[config.mk]
export PLATFORM = sky130hd
export DESIGN_NAME = rgb_breathe_pwm
export DESIGN_NICKNAME = d
export VERILOG_FILES = /design/src/rtl/rgb_breathe_pwm_pkg.sv /design/src/rtl/rgb_breathe_pwm_timebase.sv /design/src/rtl/rgb_breathe_pwm.sv
export SDC_FILE = /design/constraint.sdc
export NUM_CORES = 1
export LEC_CHECK = 0
export ABC_AREA = 1
export CORE_ASPECT_RATIO = 0.8
export CORE_UTILIZATION = 60
export DETAILED_ROUTE_END_ITERATION = 10
export GPL_TIMING_DRIVEN = 1
export PLACE_DENSITY = 0.81
export SYNTH_ARGS = -nofsm -noshare
export SYNTH_HDL_FRONTEND = slang
export SYNTH_SLANG_ARGS = --single-unit
[constraint.sdc]
create_clock -name clk -period 3.5 [get_ports clk]
set_clock_uncertainty 0.2 [all_clocks]
set_input_delay 0.35 -clock clk [delete_from_list [all_inputs] [get_ports clk]]
set_output_delay 0.35 -clock clk [all_outputs]
set_load 0.01 [all_outputs]
[src/rtl/rgb_breathe_pwm_pkg.sv]
// Shared types and reset-phase helper for the RGB breathing PWM driver.
package rgb_pwm_pkg;

    typedef enum logic [1:0] {
        HOLD     = 2'd0,
        SAW_UP   = 2'd1,
        TRIANGLE = 2'd2,
        SAW_DOWN = 2'd3
    } mode_e;

    typedef enum logic {
        UP   = 1'b0,
        DOWN = 1'b1
    } dir_e;

    // Channels start evenly spread across the duty range so they fade out of phase.
    function automatic int unsigned phase_init(input int unsigned i, input int unsigned ch,
                                               input int unsigned r);
        return i * ((32'd1 << r) / ch);
    endfunction

endpackage

[src/rtl/rgb_breathe_pwm_timebase.sv]
// Shared PWM timebase: prescaler divides clk by dvsr+1, pwm_cnt advances on each tick.
module pwm_timebase #(
    parameter int R = 8
) (
    input  logic          clk,
    input  logic          reset,
    input  logic          en,
    input  logic [31:0]   dvsr,
    output logic          tick,
    output logic [R-1:0]  pwm_cnt
);

    logic [31:0] prescaler;

    // dvsr is compared live, so a new divisor applies at the next compare.
    assign tick = en && (prescaler == dvsr);

    always_ff @(posedge clk or posedge reset) begin
        if (reset) begin
            prescaler <= '0;
            pwm_cnt   <= '0;
        end else if (!en) begin
            prescaler <= '0;
            pwm_cnt   <= '0;
        end else if (tick) begin
            prescaler <= '0;
            pwm_cnt   <= pwm_cnt + 1'b1;
        end else begin
            prescaler <= prescaler + 32'd1;
        end
    end

endmodule

[src/rtl/rgb_breathe_pwm.sv]
// Multi-channel breathing PWM LED driver with sawtooth/triangle duty ramps.
// Define RGB_PWM_GAMMA_EN to apply a square-law gamma to the compared duty.
module rgb_breathe_pwm
    import rgb_pwm_pkg::*;
#(
    parameter int CH       = 3,
    parameter int R        = 8,
    parameter int STEP_DIV = 2_499_999
) (
    input  logic                clk,
    input  logic                reset,
    input  logic                en,
    input  logic [1:0]          mode,
    input  logic [31:0]         dvsr,
    input  logic [CH-1:0]       ch_mask,
    output logic [CH-1:0]       pwm_out,
    output logic [CH*(R+1)-1:0] duty_mon,
    output logic                step_pulse
);

    localparam logic [R:0] DUTY_MAX = {1'b1, {R{1'b0}}};

    logic [R-1:0] pwm_cnt;
    logic         unused_tick;
    logic [31:0]  step_cnt;
    logic         step_now;
    mode_e        mode_cur;

    pwm_timebase #(.R(R)) u_timebase (
        .clk     (clk),
        .reset   (reset),
        .en      (en),
        .dvsr    (dvsr),
        .tick    (unused_tick),
        .pwm_cnt (pwm_cnt)
    );

    assign step_now = en && (step_cnt == 32'(STEP_DIV));
    assign mode_cur = mode_e'(mode);

    always_ff @(posedge clk or posedge reset) begin
        if (reset) begin
            step_cnt   <= '0;
            step_pulse <= 1'b0;
        end else if (!en) begin
            step_cnt   <= '0;
            step_pulse <= 1'b0;
        end else begin
            step_pulse <= step_now;
            step_cnt   <= step_now ? 32'd0 : step_cnt + 32'd1;
        end
    end

    for (genvar i = 0; i < CH; i++) begin : g_ch
        logic [R:0] duty;
        logic [R:0] duty_eff;
        dir_e       dir;
        logic       pwm_q;

        // Duty moves on the same edge that raises step_pulse; mode is only looked at here.
        always_ff @(posedge clk or posedge reset) begin
            if (reset) begin
                duty <= (R+1)'(phase_init(i, CH, R));
                dir  <= UP;
            end else if (step_now) begin
                case (mode_cur)
                    HOLD: ;
                    SAW_UP: begin
                        dir  <= UP;
                        duty <= (duty == DUTY_MAX) ? '0 : duty + 1'b1;
                    end
                    SAW_DOWN: begin
                        dir  <= UP;
                        duty <= (duty == '0) ? DUTY_MAX : duty - 1'b1;
                    end
                    TRIANGLE: begin
                        if (dir == UP) begin
                            if (duty == DUTY_MAX) begin
                                duty <= DUTY_MAX - 1'b1;
                                dir  <= DOWN;
                            end else begin
                                duty <= duty + 1'b1;
                                if (duty == DUTY_MAX - 1'b1) dir <= DOWN;
                            end
                        end else begin
                            if (duty == '0) begin
                                duty <= (R+1)'(1);
                                dir  <= UP;
                            end else begin
                                duty <= duty - 1'b1;
                                if (duty == (R+1)'(1)) dir <= UP;
                            end
                        end
                    end
                    default: ;
                endcase
            end
        end

`ifdef RGB_PWM_GAMMA_EN
        logic [2*R+1:0] duty_sq;
        assign duty_sq  = (2*R+2)'(duty) * (2*R+2)'(duty);
        assign duty_eff = (R+1)'(duty_sq >> R);
`else
        assign duty_eff = duty;
`endif

        always_ff @(posedge clk or posedge reset) begin
            if (reset) pwm_q <= 1'b0;
            else       pwm_q <= en & ch_mask[i] & ({1'b0, pwm_cnt} < duty_eff);
        end

        assign pwm_out[i]                = pwm_q;
        assign duty_mon[i*(R+1) +: R+1]  = duty;
    end

endmodule

# Yosys cells after proc, flatten, opt, wreduce, memory -nomap -nowiden
# Cells that the tools add are included.
[totals]
regBits = 106
input_bits = 40
out_inout_bits = 31
wordCells = 99
[classes]
add_sub_neg = 9
magnitude_cmp = 3
n_eq_ne = 15
n_mux = 43
bitwise = 6
n_reduce_logical = 10
[op_table]
columns = ["op", "n"]
rows = [
  ["$mux W9", 15],
  ["$mux W32", 4],
  ["$pmux W9 S3", 3],
  ["$add A32 B1 Y32 const B", 2],
  ["$eq A32 B22 Y1 const B", 1],
  ["$eq A32 B32 Y1", 1],
  ["$add A9 B1 Y9 const B", 3],
  ["$eq A9 B1 Y1 const B", 3],
  ["$eq A9 B8 Y1 const B", 3],
  ["$eq A9 B9 Y1 const B", 3],
  ["$logic_not A9 Y1", 3],
  ["$lt A8 B9 Y1", 3],
  ["$sub A9 B1 Y9 const B", 3],
  ["$mux W1", 16],
  ["$mux W8", 2],
  ["$add A8 B1 Y8 const B", 1],
  ["$and A1 B1 Y1", 6],
  ["$pmux W1 S2", 3],
  ["$eq A2 B2 Y1 const B", 2],
  ["$reduce_and A2 Y1", 2],
  ["$reduce_bool A3 Y1", 1],
  ["$eq A2 B1 Y1 const B", 1],
  ["$logic_and A1 B1 Y1", 2],
  ["$ne A2 B1 Y1 const B", 1],
  ["other kinds (2)", 2],
]

# Depth between registers and ports, before layout
# Gate-level depths: netlist (run 1).
[depth]
word_depth = 5
mapped_depth = 12
depth_no_buf = 12

# Cells and area by module
# Synthesis (run 1) repeated with hierarchy kept, for this count alone.
[unflattened]
cells_unflattened = 1357
hier_area_um2 = 8839.7
[by_module_without_submodules]
columns = ["mod", "instances", "cells_each", "area_per_inst_um2"]
rows = [
  ["rgb_breathe_pwm", 1, 959, 6068.3],
  ["pwm_timebase", 1, 398, 2771.4],
]

# Worst setup path before layout (run 1)
# Ideal clock, no wire load.
[synth_timing]
path_type = "register to register"
startpoint = "register g_ch[1].duty[0]"
endpoint = "register g_ch[1].duty[7]"
arrival_ns = 1.718
setup_slack_ns = 1.465
path_stages_with_launch = 13
period_less_slack_ns = 2.035
path_cell_list = "dfstp_2 inv_1 ha_1 nand2_1 nor2_2 nand2_1 inv_1 nor2_1 nand2_1 nand2_1 nand2_1 nand2_1 nand2_1"
[synth_between]
elab_chain_cells = 4
elab_cells_between_ends = 10
cone_classes = "add/sub (2); eq/ne (1); mux (6); reduce/logical (1)"
[synth_rtl]
columns = ["item", "line", "text"]
rows = [
  ["from (decl)", "rgb_breathe_pwm.sv:55", "logic [R:0] duty;"],
  ["from (signal assigned)", "rgb_breathe_pwm.sv:63", "duty <= (R+1)'(phase_init(i, CH, R));"],
  ["from (signal assigned)", "rgb_breathe_pwm.sv:70", "duty <= (duty == DUTY_MAX) ? '0 : duty + 1'b1;"],
  ["from (signal assigned)", "rgb_breathe_pwm.sv:74", "duty <= (duty == '0) ? DUTY_MAX : duty - 1'b1;"],
  ["$add A9 B1 Y9, or another cell as far along", "rgb_breathe_pwm.sv:70, rgb_breathe_pwm.sv:82", ""],
  ["$mux W9, on equally long branches", "rgb_breathe_pwm.sv:78, rgb_breathe_pwm.sv:86", ""],
  ["$mux W9", "rgb_breathe_pwm.sv:77", "if (dir == UP) begin"],
  ["$pmux W9 S3 *", "rgb_breathe_pwm.sv:66", "case (mode_cur)"],
]
# Every way passes the cells marked *; elsewhere a longest branch is shown, timed or not.
# A chain may end at the register's enable or synchronous reset.

# Worst setup path after layout (run 1)
[layout_timing]
startpoint = "register g_ch[2].duty[0]"
endpoint = "register g_ch[2].duty[1]"
[layout_between]
elab_chain_cells = 4
elab_cells_between_ends = 10
cone_classes = "add/sub (2); eq/ne (1); mux (6); reduce/logical (1)"
[layout_rtl]
columns = ["item", "line"]
rows = [
  ["from (decl)", "rgb_breathe_pwm.sv:55"],
  ["from (signal assigned)", "rgb_breathe_pwm.sv:63"],
  ["from (signal assigned)", "rgb_breathe_pwm.sv:70"],
  ["from (signal assigned)", "rgb_breathe_pwm.sv:74"],
  ["$add A9 B1 Y9, or another cell as far along", "rgb_breathe_pwm.sv:70, rgb_breathe_pwm.sv:82"],
  ["$mux W9, on equally long branches", "rgb_breathe_pwm.sv:78, rgb_breathe_pwm.sv:86"],
  ["$mux W9", "rgb_breathe_pwm.sv:77"],
  ["$pmux W9 S3 *", "rgb_breathe_pwm.sv:66"],
]
# Marks and branches as above.

==> impl_metrics.tcl, run 1 <==
set metrics [dict create \
    status "finished, final reports clean" \
    fp.dieW_microns 136 \
    firstDrtPassIters 6 \
    drt-total-wl_microns 24400 \
    cp-start-kind "register" \
    path_class "reg2reg" \
    wl_per_cell_microns 15.8 \
    drt_first_iter_violations 890 \
    die_h_microns 109 \
    path_max_fanout 11 \
    ys_types 38 \
    post-route-period-util_pct 73.9 \
    multi_input_area_sq_mm 0.00528 \
    diodes 0 \
    holdCritPathClass "in2async" \
    grt_max_degree 63 \
    cts_inserted_buffers 9 \
    synth.cell_area_sq_mm 0.00861 \
    fin_crit_ns 2.59 \
    cts_post_setup_buffers_inserted 0 \
    ctsResizeCount 0 \
    final_nets 1434 \
    root_buffer "clkbuf_16" \
    worst-endpoint-arrival_ns 2.69 \
    synth_warnings 0 \
    cts_tree "done" \
    drive_gt1_share_pct 5.93 \
    final_util_pct 70.5 \
    required_ns 3.61 \
    clk_latency_ns 0.37 \
    die-area_sq_mm 0.0148 \
    hpwlAfterDp_microns 18600 \
    synth-async-reset-ratio_pct 100 \
    gp_congestion 0.992 \
    ys_ff_latch 106 \
    slew_viol_final 0 \
    grt_pass1_wl_microns 40000 \
    fillers 1221 \
    fin_setup_tns_ns 0 \
    drc 0 \
    antenna_found_initial 0 \
    fp-row-count 38 \
    ff_latch_area_sq_mm 0.00266 \
    grt_usage_pct 34.7 \
    pin_count 71 \
    io_buffer_count 70 \
    p_per_area_mw_per_mm2 252 \
    vias 8814 \
    start_util_pct 62.5 \
    p_leak_nw 4.39 \
    viasPerCell 5.70 \
    slew-limit-headroom_pct 47.9 \
    cts_hold_buf 0 \
    syn_nets 1376 \
    reg2reg_slack_ns 0.91 \
    synth_edf_count 0 \
    finalSetupViolations 0 \
    htree_num_levels 3 \
    vdd_ir_drop_max_mv 0.243 \
    fmax_mhz 387 \
    drtAntennaViolNets 0 \
    ys.flop_type "dfrtp_1" \
    synthToLayoutAreaGrowth_pct 12.8 \
    synth_cells 1302 \
    clock_sinks 106 \
    ys_seq_area_share_pct 30.9 \
    maxCapViolCount 0 \
    rsz0062_at_grt "false" \
    endpoint_kind "register" \
    worstMarginPinSlew_ns 0.782 \
    grt_pass1_vias 8065 \
    core_sq_mm 0.0138 \
    hold_viol 0 \
    avgSynthCellArea_sq_um 6.62 \
    clock_path_buffers 2 \
    grt_overflow_total 0 \
    clk_pin_slew_ns 0.08 \
]
## worst max-delay path: stages, from the launching register on
cell      delay, ns
dfrtp_1        0.51
clkinv_1       0.33
ha_1           0.36
nand2_1        0.13
nor2_2         0.07
nand2_1        0.28
inv_1          0.19
o21ai_0        0.18
nand3_1        0.12
a21oi_2        0.16
## area by class of cell
class / count / area share, %
Multi-Input combinational cell: 1038 / 54.3
Sequential cell: 106 / 27.4
Timing Repair Buffer: 81 / 8.19
Inverter: 124 / 4.82
Clock buffer: 9 / 2.32
Tap cell: 180 / 2.32
Clock inverter: 7 / 0.644
## routing by layer
| metal | track usage (%) | vias to the layer above | wire, microns |
|---|---|---|---|
| met2 | 53.0 | 459 | 10600 |
| met4 | 11.7 | 0 | 547 |
| met3 | 9.34 | 57 | 2440 |
| met1 | 47.5 | 3988 | 10700 |
| met5 | 0 | - | 0 |
| li1 | - | 4310 | - |
## layout by cell type (no fill, tap or decap), types with 6 or more instances in the layout
cell type        instances
clkdlybuf4s50_1         70
nor2_2                   9
nand4_1                 49
dfrtp_1                 98
a21oi_2                 10
buf_4                   10
xor2_1                  44
clkbuf_16                9
xnor2_1                 45
nand3_1                119
nor2_1                 228
nand2_1                362
a21oi_1                 30
dfstp_2                  8
ha_1                    34
nor3_1                  38
nand2_2                  6
inv_1                  111
inv_2                    7
o21ai_0                 34
## kinds of logic (layout without fill, tap and decap cells)
family	count (synthesis)	count (layout)	share of synthesized area, %
adder cells (fa/ha/maj)	34	34	4.94
AND/OR/NAND/NOR	826	826	41.3
AO/OA/AOI/OAI	89	89	6.00
XOR/XNOR	89	89	9.05
buffers and inverters	158	221	7.84
flip-flops	106	106	30.9
## worst paths after layout
check / startpoint / to / depth (start not counted)
hold / removal: reset / step_cnt[23] / 2
max in group asynchronous: reset / g_ch[1].duty[4] / 3
setup reg to reg: g_ch[2].duty[0] / g_ch[2].duty[1] / 9
setup / recovery: g_ch[2].duty[0] / g_ch[2].duty[1] / 9
min in group clk: ch_mask[0] / g_ch[0].pwm_q / 3
hold reg to reg: step_cnt[31] / step_cnt[31] / 2
## through the flow
stage / cells / hold slack (ns) / setup slack, ns / total power [mW] / area (sq um)
floorplan: 1302 / 0.272 / 0.174 / 1.36 / 8610
global placement: 1529 / 0.327 / 0.789 / 1.45 / 9430
detailed placement: 1529 / 0.342 / 0.735 / 1.45 / 9430
CTS: 1545 / 0.322 / 1.02 / 2.45 / 9710
global route: 1545 / 0.340 / 0.796 / 2.52 / 9710
finish: 1545 / 0.295 / 0.913 / 2.45 / 9710
## Yosys cell counts, types with 7 or more instances
cell type / instances / area [sq um]
xor2_1: 44 / 385
dfstp_2: 8 / 210
nand3_1: 119 / 596
inv_2: 7 / 26.3
nor2_2: 9 / 56.3
inv_1: 112 / 420
o21ai_0: 34 / 170
xnor2_1: 45 / 394
dfrtp_1: 98 / 2450
nor2_1: 228 / 856
a21oi_2: 10 / 87.6
ha_1: 34 / 425
clkbuf_1: 8 / 30.0
a21oi_1: 30 / 150
nor3_1: 38 / 190
nand2_1: 362 / 1360
nand4_1: 49 / 307
buf_2: 12 / 60.1
## report_power, final
group	switching (mW)	internal, mW
sequential	0.0119	1.23
clock	0.527	0.496
combinational	0.103	0.0784
## sequential cells by signal, summed over array words and instances (netlist names)
| register | count |
|---|---|
| step_cnt | 32 |
| u_timebase.prescaler | 32 |
| g_ch.duty | 27 |
| u_timebase.pwm_cnt | 8 |
| g_ch.dir | 3 |
| g_ch.pwm_q | 3 |
| step_pulse | 1 |
Power figures use the tool's default switching activity.
==> run 2, diff against run 1 <==
Clock period 3.5 ns to 2.6 ns, I/O delays scaled along.
==> impl_metrics.tcl, run 2 (synthesis results as in run 1) <==
set metrics [dict create \
    status "finished, final reports clean" \
    cp-start-kind "register" \
    p_leak_nw 4.51 \
    worst-endpoint-arrival_ns 2.51 \
    die_h_microns 109 \
    gp_congestion 0.975 \
    hold-worst-slack_ns 0.0427 \
    required_ns 2.69 \
    drive_gt1_share_pct 7.09 \
    fin_setup_tns_ns 0 \
    firstDrtPassIters 6 \
    grt_pass1_wl_microns 41300 \
    fin_crit_ns 2.41 \
    p_per_area_mw_per_mm2 352 \
    finalSetupViolations 0 \
    clock_sinks 106 \
    slew-limit-headroom_pct 61.6 \
    slew_viol_final 0 \
    final_common_cell "nand2_1" \
    root_buffer "clkbuf_16" \
    synthToLayoutAreaGrowth_pct 14.9 \
    start_util_pct 62.5 \
    drt_first_iter_violations 1076 \
    reg2reg_slack_ns 0.19 \
    reg2regPathDepth 10 \
    clk_latency_ns 0.36 \
    endpoint_kind "register" \
    reg2reg_from "g_ch[1].duty[0]" \
    viasPerCell 5.78 \
    cts_hold_buf 0 \
    worst_slack_ns 0.186 \
    maxCapViolCount 0 \
    rr_endpoint "g_ch[1].duty[0]" \
    hold_viol 0 \
    fp.dieW_microns 136 \
    post-route-period-util_pct 92.9 \
    cts_tree "done" \
    ctsResizeCount 0 \
    grt_usage_pct 35.9 \
    io_buffer_count 70 \
    top_regs "step_cnt (32), u_timebase.prescaler (32), g_ch.duty (27)" \
    holdCritPathClass "in2async" \
    cts_post_setup_buffers_inserted 0 \
    path_class "reg2reg" \
    final_util_pct 71.8 \
    cts_inserted_buffers 9 \
    fp-row-count 38 \
    clk_pin_slew_ns 0.08 \
    wl_per_cell_microns 16.2 \
    clock_path_buffers 2 \
    diodes 0 \
    grt_max_degree 64 \
    drc 0 \
    rsz0062_at_grt "false" \
    path_max_fanout 7 \
    final_cell_mix "nand2_1 (362), nor2_1 (228), nand3_1 (119), inv_1 (111), dfrtp_1 (98)" \
    hpwlAfterDp_microns 19300 \
    core_sq_mm 0.0138 \
    grt_overflow_total 0 \
    vias 9023 \
    die-area_sq_mm 0.0148 \
    htree_num_levels 3 \
    worstMarginPinSlew_ns 0.571 \
    pin_count 71 \
    vdd_ir_drop_max_mv 0.319 \
    drtAntennaViolNets 0 \
    grt_pass1_vias 8304 \
    antenna_found_initial 0 \
    drt-total-wl_microns 25300 \
    fmax_mhz 414 \
    final_nets 1451 \
    place_ws_ns 0.237 \
]
## run 2: stage by stage
step / power, mW / area [sq um] / cells
after floorplan: 1.83 / 8620 / 1302
after global placement: 1.95 / 9570 / 1546
after detailed placement: 1.96 / 9570 / 1546
after CTS: 3.49 / 9900 / 1562
after global routing: 3.58 / 9900 / 1562
final: 3.49 / 9900 / 1562
## run 2: cell type report
| class | count | area (sq um) |
|---|---|---|
| Multi-Input combinational cell | 1038 | 5280 |
| Fill cell | 1176 | 3890 |
| Sequential cell | 106 | 2660 |
| Timing Repair Buffer | 98 | 936 |
| Inverter | 124 | 469 |
| Clock buffer | 10 | 239 |
| Tap cell | 180 | 225 |
| Clock inverter | 6 | 93.8 |
## run 2: worst max path at each step
stage                         start               to  slack, ns  depth (start not counted)
finish              g_ch[1].duty[0]  g_ch[1].duty[0]       0.19                         10
global route        g_ch[1].duty[0]  g_ch[1].duty[7]       0.02                         12
CTS                 g_ch[1].duty[0]  g_ch[1].duty[0]       0.22                         10
detailed placement  g_ch[1].duty[0]  g_ch[1].duty[0]       0.24                         10
global placement    g_ch[1].duty[0]  g_ch[1].duty[7]       0.31                         12
floorplan           g_ch[1].duty[0]  g_ch[1].duty[7]       0.56                         12
## run 2: report_power, final
part / switching [mW] / internal (mW) / total [mW]
registers: 0.0157 / 1.66 / 1.67
logic: 0.141 / 0.110 / 0.250
clock network: 0.678 / 0.884 / 1.56
total: 0.835 / 2.65 / 3.49
## run 2: routing by layer
layer / GRT usage (%) / share of wire, % / vias to the layer above
li1: - / - / 4338
met1: 50.2 / 43 / 4130
met2: 54.9 / 44 / 509
met3: 7.86 / 11 / 46
met4: 12.5 / 2.3 / 0
met5: 0 / 0 / -
## run 2: worst max-delay path: stages (launching register included)
cell	delay, ns
dfstp_2	0.60
inv_1	0.12
ha_1	0.30
nand2_1	0.15
nor2_2	0.07
nand2_1	0.18
inv_1	0.09
nor2_1	0.27
nor2_1	0.10
nor3_1	0.20
nor2_1	0.06
==> run 3, diff against run 2 <==
Settings changed: CAP_MARGIN set to 20.
==> results of run 3 <==
Same layout as run 2: the final DEF is identical, and so are final timing and power.
